## config.mk

```make
export PLATFORM = sky130hd
export DESIGN_NAME = div_unit
export DESIGN_NICKNAME = d
export VERILOG_FILES = /design/src/rtl/div_unit.sv
export SDC_FILE = /design/constraint.sdc
export NUM_CORES = 1
export LEC_CHECK = 0
export BUFFER_PORTS_ARGS = -buffer_cell sky130_fd_sc_hd__buf_2
export CAP_MARGIN = 20
export CORE_MARGIN = 5
export CORE_UTILIZATION = 66
export CTS_BUF_LIST = sky130_fd_sc_hd__clkbuf_4
export DETAILED_ROUTE_END_ITERATION = 8
export PLACE_DENSITY = 0.89
export SYNTH_ARGS = -nofsm -noshare
export SYNTH_HDL_FRONTEND = slang
export SYNTH_SLANG_ARGS = --single-unit
```

## constraint.sdc

```tcl
create_clock -name clk -period 4.8 [get_ports clk]
set_input_delay 0.48 -clock clk [delete_from_list [all_inputs] [get_ports clk]]
set_output_delay 0.48 -clock clk [all_outputs]
set_load 0.005 [all_outputs]
```

## src/rtl/div_unit.sv

```systemverilog
// div_unit: multi-cycle restoring divider for DIV/DIVU in the EX stage.
// The divider produces one quotient bit per clock by trial subtraction of the
// divisor from the partial remainder. Operands are reduced to magnitudes at
// accept, and the signs are reapplied when the last quotient bit is done.
//
// Handshake: EX raises start_i and holds it until it sees ready_o. While in
// END the result stays on result_o with ready_o=1. Dropping start_i in END
// returns the unit to FREE, and from the next cycle ready_o and result_o
// read 0. annul_i aborts an operation in progress, and END ignores it.
//
// result_o = {remainder, quotient}. div_by_zero_o records whether the most
// recently produced result came from a zero divisor.
module div_unit #(
  parameter int WIDTH = 32,
  parameter int CNT_W = 6
) (
  input  logic               clk,
  input  logic               rst,
  input  logic               signed_div_i,
  input  logic [WIDTH-1:0]   opdata1_i,
  input  logic [WIDTH-1:0]   opdata2_i,
  input  logic               start_i,
  input  logic               annul_i,
  output logic [2*WIDTH-1:0] result_o,
  output logic               ready_o,
  output logic               div_by_zero_o
);

  typedef enum logic [1:0] {
    S_FREE   = 2'd0,
    S_BYZERO = 2'd1,
    S_ON     = 2'd2,
    S_END    = 2'd3
  } state_t;

  localparam logic [WIDTH-1:0] ONE_W    = {{(WIDTH-1){1'b0}}, 1'b1};
  localparam logic [CNT_W-1:0] ONE_CNT  = {{(CNT_W-1){1'b0}}, 1'b1};
  localparam logic [CNT_W-1:0] CNT_LAST = CNT_W'(WIDTH);

  state_t             state_q, state_d;
  logic [CNT_W-1:0]   cnt_q, cnt_d;
  logic [WIDTH-1:0]   quo_q, quo_d;     // dividend bits shift out, quotient bits shift in
  logic [WIDTH-1:0]   rem_q, rem_d;     // partial remainder
  logic [WIDTH-1:0]   dvsr_q, dvsr_d;   // divisor magnitude
  logic               sign1_q, sign1_d; // dividend sign at accept
  logic               sign2_q, sign2_d; // divisor sign at accept
  logic               sdiv_q, sdiv_d;   // signed operation latched at accept
  logic [2*WIDTH-1:0] res_q, res_d;
  logic               dbz_q, dbz_d;

  logic               accept;
  logic               divisor_zero;
  logic [WIDTH-1:0]   op1_abs;
  logic [WIDTH-1:0]   op2_abs;
  logic [WIDTH:0]     trial;
  logic [WIDTH:0]     diff;
  logic [WIDTH-1:0]   quo_fix;
  logic [WIDTH-1:0]   rem_fix;

  assign accept       = start_i && !annul_i;
  assign divisor_zero = (opdata2_i == '0);

  // Operand magnitudes. Only signed operations take the absolute value.
  always_comb begin
    op1_abs = opdata1_i;
    op2_abs = opdata2_i;
    if (signed_div_i && opdata1_i[WIDTH-1]) op1_abs = (~opdata1_i) + ONE_W;
    if (signed_div_i && opdata2_i[WIDTH-1]) op2_abs = (~opdata2_i) + ONE_W;
  end

  // One restoring step and the final sign correction.
  // The partial remainder is always below the divisor, so a trial value that
  // is not negative fits in WIDTH bits and the top bit of diff is the borrow.
  always_comb begin
    trial   = {rem_q, quo_q[WIDTH-1]};
    diff    = trial - {1'b0, dvsr_q};
    quo_fix = quo_q;
    rem_fix = rem_q;
    if (sdiv_q && (sign1_q ^ sign2_q)) quo_fix = (~quo_q) + ONE_W;
    if (sdiv_q && sign1_q)             rem_fix = (~rem_q) + ONE_W;
  end

  // State register.
  always_ff @(posedge clk) begin
    if (rst) state_q <= S_FREE;
    else     state_q <= state_d;
  end

  // Next-state logic.
  always_comb begin
    state_d = state_q;
    case (state_q)
      S_FREE: begin
        if (accept) state_d = divisor_zero ? S_BYZERO : S_ON;
      end
      S_BYZERO: state_d = S_END;
      S_ON: begin
        if (annul_i)                 state_d = S_FREE;
        else if (cnt_q == CNT_LAST) state_d = S_END;
      end
      S_END: begin
        if (!start_i) state_d = S_FREE;
      end
      default: state_d = S_FREE;
    endcase
  end

  // Outputs. ready_o and result_o are driven only while the unit is in END.
  always_comb begin
    ready_o       = (state_q == S_END);
    result_o      = ready_o ? res_q : '0;
    div_by_zero_o = dbz_q;
  end

  // Datapath next values: latch at accept, shift in ON, record the result on exit.
  always_comb begin
    cnt_d   = cnt_q;
    quo_d   = quo_q;
    rem_d   = rem_q;
    dvsr_d  = dvsr_q;
    sign1_d = sign1_q;
    sign2_d = sign2_q;
    sdiv_d  = sdiv_q;
    res_d   = res_q;
    dbz_d   = dbz_q;
    case (state_q)
      S_FREE: begin
        if (accept && !divisor_zero) begin
          cnt_d   = '0;
          quo_d   = op1_abs;
          rem_d   = '0;
          dvsr_d  = op2_abs;
          sign1_d = opdata1_i[WIDTH-1];
          sign2_d = opdata2_i[WIDTH-1];
          sdiv_d  = signed_div_i;
        end
      end
      S_BYZERO: begin
        res_d = '0;
        dbz_d = 1'b1;
      end
      S_ON: begin
        if (!annul_i) begin
          if (cnt_q != CNT_LAST) begin
            if (!diff[WIDTH]) begin
              rem_d = diff[WIDTH-1:0];
              quo_d = {quo_q[WIDTH-2:0], 1'b1};
            end else begin
              rem_d = trial[WIDTH-1:0];
              quo_d = {quo_q[WIDTH-2:0], 1'b0};
            end
            cnt_d = cnt_q + ONE_CNT;
          end else begin
            res_d = {rem_fix, quo_fix};
            dbz_d = 1'b0;
          end
        end
      end
      default: ;
    endcase
  end

  // Datapath registers. Reset clears everything and discards a divide in flight.
  always_ff @(posedge clk) begin
    if (rst) begin
      cnt_q   <= '0;
      quo_q   <= '0;
      rem_q   <= '0;
      dvsr_q  <= '0;
      sign1_q <= 1'b0;
      sign2_q <= 1'b0;
      sdiv_q  <= 1'b0;
      res_q   <= '0;
      dbz_q   <= 1'b0;
    end else begin
      cnt_q   <= cnt_d;
      quo_q   <= quo_d;
      rem_q   <= rem_d;
      dvsr_q  <= dvsr_d;
      sign1_q <= sign1_d;
      sign2_q <= sign2_d;
      sdiv_q  <= sdiv_d;
      res_q   <= res_d;
      dbz_q   <= dbz_d;
    end
  end

endmodule

```

==> out/results.tsv, run 1 <==
stage	metric	value	unit
run_status	status	complete, but fails checks	
run_status	violations	design-rule violations	
timing	period_needed	3.51	ns
critical_path	rr_worst_depth	11	
pwr	power_frac_seq	50.7	%
routing	drt-initial-drc-count	1274	
layout	layout-drive-gt1-share	12.8	%
synth	synth_commonest_cells	nor2_1, dfxtp_1, nand2_1, a21oi_1, clkbuf_1	
pwr	p_per_area	247	mW/mm²
global_routing	first_global_vias	9788	
pwr	p_comb_share	23.2	%
pwr	swShare	33.5	%
layout	area_growth	8.40	%
critical_path	path_cells	ha_1 -> o21ai_0 -> a21oi_1 -> o211ai_1 -> a21oi_1 -> o41ai_1 -> xnor2_2 -> buf_4 -> o311ai_0 -> o22ai_1 -> a22o_1	
synth	synth_ff_type	dfxtp_1	
critical_path	crit_top_cell	a21oi_1	
critical_path	startpoint_type	flip-flop	
global_routing	grtUsageTotal	28.8	%
synth	netlist.area_leader.share	30.9	%
global_routing	grt_antenna_before_repair	1	
die	num_io_pins	135	
routing	post-route-drc-count	2	
critical_path	critPathCaptureType	flip-flop	
timing	skew	0.0211	ns
die	die_w	140	µm
global_routing	grt_overflow	0	
clocking	cts_tree	done	
critical_path	rrSetupSlack	1.29	ns
clocking	clk_latency	0.61	ns
timing	fmax	0.285	GHz
critical_path	critPathArrivalTime	4.05	ns
clocking	cts-htree-levels	4	
placement	portBuffers	134	
placement	place_hpwl	21.9	mm
clocking	cts_buffer_depth	2	
timing	fin_crit_sh	73.0	%
clocking	numClockSinks	172	
routing	drtPass1Iterations	8	
clocking	cts-root-buf	clkbuf_4	
routing	avgViaCountPerCell	6.19	
routing	route.vias.total	10900	
synth	yosys.area.top_type	dfxtp_1	
timing	slew_headroom	24.1	%
routing	final_antenna_net_count	0	
timing	hold_viol	0	
global_routing	grt_max_degree	80	
synth	synth.cell_area	0.0112	mm²
clocking	cts.clk_slew.worst_paths	0.13	ns
timing	rsz0062_at_grt	no	
die	start_util	67.3	%
critical_path	r2r_start	rem_q[2]	
placement	routabilityCongestion	0.912	
layout	post-route-util	73.0	%
timing	setup_viol	0	
synth	synth-edff-count	0	
synth	synth_warnings	0	
critical_path	slowest_stage	o41ai_1	
die	row_count	47	
synth	synth.area.top_cells	dfxtp_1, nor2_1, xnor2_1, xor2_1, a21oi_1	
timing	finalMaxSlewViolations	0	
pwr	p_int	1.99	mW
synth	synth_most_common_cell	nor2_1	
critical_path	r2r-end	rem_q[30]	
synth	async_flop_share	0	%
hold_path	hold_class	in2reg	
synth	syn-num-nets	1558	
timing	whs	0.147	ns
critical_path	max_stage_delay	0.56	ns
clocking	postCtsResizedCells	0	
synth	synth_cell_types	65	
pwr	power.switching	1.00	mW
global_routing	grt_pass1_wl	47.9	mm
clocking	post_cts_buffers	0	
die	fp.dieH	140	µm
critical_path	cp-endpoint	rem_q[30]	
critical_path	startpoint	rem_q[2]	
clocking	cts_hold_buf	0	
pwr	ir_drop	0.000145	V
timing	setup_tns	0	ns
job	drv_cap	0	
routing	totalWireLength	29.1	mm
timing	worstMarginPinSlew	1.12	ns
critical_path	critPathMaxFanout	23	
synth	yosysSeqAreaShare	30.9	%
pwr	p_leak	5.18	nW
pwr	clkPwrFrac	26.1	%
synth	synth_cells	1450	
synth	syn_area_per_cell	7.70	µm²
synth	synth-seq-cells	172	
clocking	cts-buffers-inserted	17	
layout	final_nets	1629	
routing	detail_route.wl_per_cell	16.6	µm
die	dieArea	0.0196	mm²
critical_path	cp.required	5.34	ns
critical_path	path_class	reg2reg	
die	core-area	0.0166	mm²
## cell type report
type | instances | area, µm²
diodes | 1 | 2.50
clock buffers | 17 | 128
clock inverters | 15 | 123
fillers | 1333 | 4490
inverters | 67 | 251
multi-input cells | 1116 | 7090
flip-flops and latches | 172 | 3440
well taps | 220 | 275
repair buffers | 147 | 781
## per-stage QoR
step | cells | total power [mW] | setup WS [ns] | cell area (µm²)
5_1_grt | 1755 | 3.13 | 1.12 | 12100
3_5_place_dp | 1720 | 2.22 | 1.08 | 11800
2_1_floorplan | 1450 | 2.04 | 1.76 | 11200
4_1_cts | 1752 | 2.97 | 1.37 | 12100
6_report | 1755 | 2.99 | 1.29 | 12100
3_3_place_gp | 1720 | 2.19 | 1.22 | 11800
## placed cells by master (no fill, tap or decap), types with 4 or more instances in the layout
| master | n |
|---|---|
| a211oi_1 | 30 |
| a21o_1 | 11 |
| a21oi_1 | 111 |
| a221oi_1 | 15 |
| a222oi_1 | 4 |
| a22o_1 | 4 |
| a22oi_1 | 60 |
| a31oi_1 | 12 |
| and2_1 | 11 |
| and3_1 | 66 |
| buf_2 | 134 |
| buf_4 | 12 |
| clkbuf_4 | 17 |
| dfxtp_1 | 172 |
| ha_1 | 38 |
| inv_1 | 67 |
| inv_6 | 4 |
| mux2i_1 | 19 |
| nand2_1 | 119 |
| nand2b_1 | 16 |
| nand3_1 | 12 |
| nand3b_1 | 6 |
| nand4_1 | 8 |
| nor2_1 | 188 |
| nor2b_1 | 9 |
| nor3_1 | 35 |
| nor4_1 | 13 |
| o2111ai_1 | 4 |
| o211ai_1 | 8 |
| o21a_1 | 5 |
| o21ai_0 | 72 |
| o311ai_0 | 4 |
| o31ai_1 | 15 |
| o41ai_1 | 13 |
| or3_1 | 5 |
| or4_1 | 8 |
| or4_4 | 4 |
| xnor2_1 | 75 |
| xor2_1 | 74 |
## power groups by stage
stage	clock (mW)	combinational, mW	sequential, mW
final	0.779	0.693	1.52
after CTS	0.785	0.675	1.51
after global placement	0	0.653	1.54
after detailed placement	0	0.673	1.55
after global routing	0.839	0.765	1.52
after floorplan	0	0.514	1.53
## kinds of logic after synthesis
| family | synth area share [%] |
|---|---|
| AO/OA/AOI/OAI | 22.6 |
| XOR/XNOR | 11.8 |
| adder cells (fa/ha/maj) | 4.44 |
| buffers and inverters | 5.78 |
| flip-flops | 30.9 |
| multiplexers | 1.70 |
| AND/OR/NAND/NOR | 22.8 |
## how the worst min path moves through the flow
| stage | start | depth (start not counted) | slack, ns | end |
|---|---|---|---|---|
| global route | opdata2_i[0] | 3 | 0.14 | dvsr_q[0] |
| floorplan | res_q[63] | 2 | 0.42 | res_q[63] |
| finish | opdata2_i[0] | 3 | 0.15 | dvsr_q[0] |
| global placement | res_q[28] | 2 | 0.43 | res_q[28] |
| CTS | opdata2_i[0] | 3 | 0.12 | dvsr_q[0] |
| detailed placement | res_q[28] | 2 | 0.44 | res_q[28] |
## layer usage
metal  GRT usage, %  wire length [µm]  vias up
met5              0                 0        -
met4           6.68               321        0
met3           6.27              2930       33
met2           42.5             12300      498
met1           43.1             13600     5022
li1               -                 -     5306
## worst max-delay path, delay by kind of cell (launching register included)
family | cells | cell delay [ns]
AOI/OAI and AO/OA | 8 | 2.07
xor gates and xnor gates | 1 | 0.18
adders and majority gates | 1 | 0.36
buffers and inverters | 1 | 0.32
DFF | 1 | 0.53
## sequential cells by signal, summed over array words and instances, names as in the netlist
signal         count
div_by_zero_o      1
cnt_q              6
sign2_q            1
quo_q             32
state_q            2
sdiv_q             1
dvsr_q            32
res_q             64
rem_q             32
sign1_q            1
No activity file was read; power rests on OpenSTA's default activity.
==> inputs of run 2 (changes only) <==
Settings changed: CORE_UTILIZATION 66 to 55, PLACE_DENSITY 0.89 to 0.79.
Clock period 4.8 ns to 3 ns, I/O delays scaled along.
==> run 2 against run 1 <==
- the flow now finishes without violations
- sequential power rose by 60%
- clock skew fell by 0.0018 ns
- count of clock-buffer cells in the layout did not move
- largest power group unchanged
- maximum frequency rose by 22%
- first-iteration DRC count fell by 22%
- critical path type unchanged
- routed wire length rose by 7.3%
==> out/results.tsv, run 2 (same netlist as run 1, synthesis figures left out) <==
stage	metric	value	unit	change
run_status	status	completed		
die	fp.dieH	152	µm	+8.9%
clocking	cts-buffers-inserted	17		unchanged
critical_path	rr_worst_depth	11		unchanged
layout	area_growth	16.3	%	
clocking	cts-htree-levels	4		unchanged
layout	final_nets	1698		+4.2%
layout	fill_cells	1764		+32%
layout	final_cell_mix	nor2_1, dfxtp_1, buf_2		
timing	slew_headroom	50.9	%	+27 points
hold_path	min_path_cells	3		unchanged
critical_path	path_class	reg2reg		
die	num_io_pins	135		unchanged
critical_path	critPathCaptureType	flip-flop		
layout	top_register	res_q		
pwr	p_int	3.33	mW	+68%
pwr	power.switching	1.79	mW	+79%
pwr	swShare	35.0	%	+1.4 points
hold_path	min_to	dvsr_q[23]		
pwr	p_comb_share	23.9	%	+0.7 points
pwr	ir_drop	0.000230	V	+59%
placement	place_hpwl	23.5	mm	+6.9%
global_routing	grt_max_degree	71		-11%
timing	period_needed	2.87	ns	-0.634 ns
clocking	cts_buffer_depth	2		unchanged
routing	avgViaCountPerCell	5.87		-5.1%
pwr	p_leak	5.62	nW	+8.4%
placement	routabilityCongestion	0.907		-0.57%
clocking	cts.clk_slew.worst_paths	0.16	ns	+0.03 ns
global_routing	grt_overflow	0		unchanged
routing	route.vias.total	11000		+1.4%
routing	post-route-drc-count	0		-2
clocking	clk_latency	0.61	ns	about the same
die	start_util	55.5	%	-12 points
layout	largest_reg_flops	64		unchanged
layout	post-route-util	64.5	%	-8.4 points
critical_path	r2r-end	rem_q[16]		
pwr	power_frac_seq	47.4	%	-3.3 points
timing	worstMarginPinSlew	0.736	ns	-0.386 ns
routing	drtPass1Iterations	5		-3
die	dieArea	0.0232	mm²	+19%
clocking	cts-root-buf	clkbuf_4		
die	core-area	0.0201	mm²	+21%
global_routing	grt_pass1_wl	49.7	mm	+3.7%
placement	dp.cells	1820		+5.8%
layout	multi_input_area	0.00719	mm²	+1.3%
critical_path	critPathArrivalTime	3.35	ns	-0.70 ns
timing	rsz0062_at_grt	yes		
job	drv_cap	0		unchanged
timing	fmax	0.348	GHz	+22%
routing	final_antenna_net_count	0		unchanged
routing	totalWireLength	31.2	mm	+7.3%
critical_path	r2r_start	rem_q[17]		
pwr	clkPwrFrac	28.7	%	+2.6 points
timing	whs	0.0341	ns	-0.113 ns
global_routing	grtUsageTotal	25.2	%	-3.6 points
timing	hold_viol	0		unchanged
timing	fin_crit_sh	95.7	%	+23 points
hold_path	hold_class	in2reg		
die	row_count	52		+11%
die	die_w	152	µm	+8.9%
clocking	cts_tree	done		
routing	detail_route.wl_per_cell	16.6	µm	+0.35%
layout	layout-drive-gt1-share	16.6	%	+3.8 points
critical_path	cp.required	3.48	ns	-1.86 ns
critical_path	critPathMaxFanout	14		-39%
layout	final_cells	1876		+6.9%
critical_path	startpoint_type	flip-flop		
pwr	p_per_area	395	mW/mm²	+60%
global_routing	first_global_vias	9805		+0.17%
clocking	numClockSinks	172		unchanged
placement	portBuffers	134		unchanged
layout	final_common_cell	nor2_1		
routing	drt-initial-drc-count	997		-22%
hold_path	hold_start	opdata2_i[23]		
critical_path	rrSetupSlack	0.13	ns	-1.17 ns
timing	skew	0.0192	ns	-0.00185 ns
timing	setup_viol	0		unchanged
layout	register_area	0.00344	mm²	unchanged
global_routing	grt_antenna_before_repair	3		+2
timing	finalMaxSlewViolations	0		unchanged
==> run 2: through the flow <==
step	worst slack, ns	instance area, µm²	TNS, ns	power (mW)
finish	0.128	13000	0	5.12
global route	-0.0859	13000	-0.782	5.34
CTS	0.0308	12800	0	5.06
detailed placement	-0.200	12300	-4.26	3.61
global placement	0.0359	12300	0	3.58
floorplan	0.0854	11200	0	3.27
==> run 2: worst max-delay path by stage <==
stage / start / to / depth (start not counted)
6_report: rem_q[17] / rem_q[16] / 11
3_5_place_dp: dvsr_q[9] / rem_q[16] / 11
5_1_grt: quo_q[31] / rem_q[25] / 13
4_1_cts: quo_q[31] / rem_q[16] / 12
2_1_floorplan: quo_q[31] / rem_q[28] / 12
3_3_place_gp: dvsr_q[11] / rem_q[21] / 12
==> run 2: critical path: stages (launching register included) <==
cell	delay, ns
dfxtp_1	0.44
ha_2	0.44
nand4_1	0.19
o311ai_0	0.39
a21oi_1	0.11
o21ai_2	0.24
o41ai_4	0.10
xnor2_2	0.22
buf_6	0.16
buf_8	0.16
mux2i_1	0.21
o21ai_0	0.09
==> run 2: what timing repair did <==
| item | in CTS | in global routing |
|---|---|---|
| setup endpoints to repair | 33 | 36 |
| endpoints found under the hold margin | 17 | 0 |
| hold buffers | 16 | 0 |
| resized for setup | 3 | 18 |
| pin swaps | 0 | 5 |
| gates cloned | 0 | 1 |
| buffers inserted | 0 | 2 |
==> run 2: layout make-up <==
type | instances | area share, %
clock inverter | 15 | 1.50
multi-input combinational | 1116 | 55.4
tap | 270 | 2.60
antenna | 3 | 0.0579
clock buffer | 17 | 0.984
timing repair buffer | 216 | 11.0
inverter | 67 | 1.94
sequential | 172 | 26.5
==> run 2: metal layers <==
metal,global-route usage (%),vias up,wire length (µm)
met2,36.8,421,13200
met5,0,-,0
met4,6.11,0,452
met3,4.66,32,2620
li1,-,5446,-
met1,38.5,5114,14900
==> run 2: power groups by stage <==
| stage | logic [mW] | clock network, mW | registers (mW) |
|---|---|---|---|
| 3_5_place_dp | 1.14 | 0 | 2.47 |
| 5_1_grt | 1.34 | 1.57 | 2.44 |
| 2_1_floorplan | 0.822 | 0 | 2.44 |
| 6_report | 1.23 | 1.47 | 2.43 |
| 4_1_cts | 1.16 | 1.48 | 2.42 |
| 3_3_place_gp | 1.11 | 0 | 2.47 |
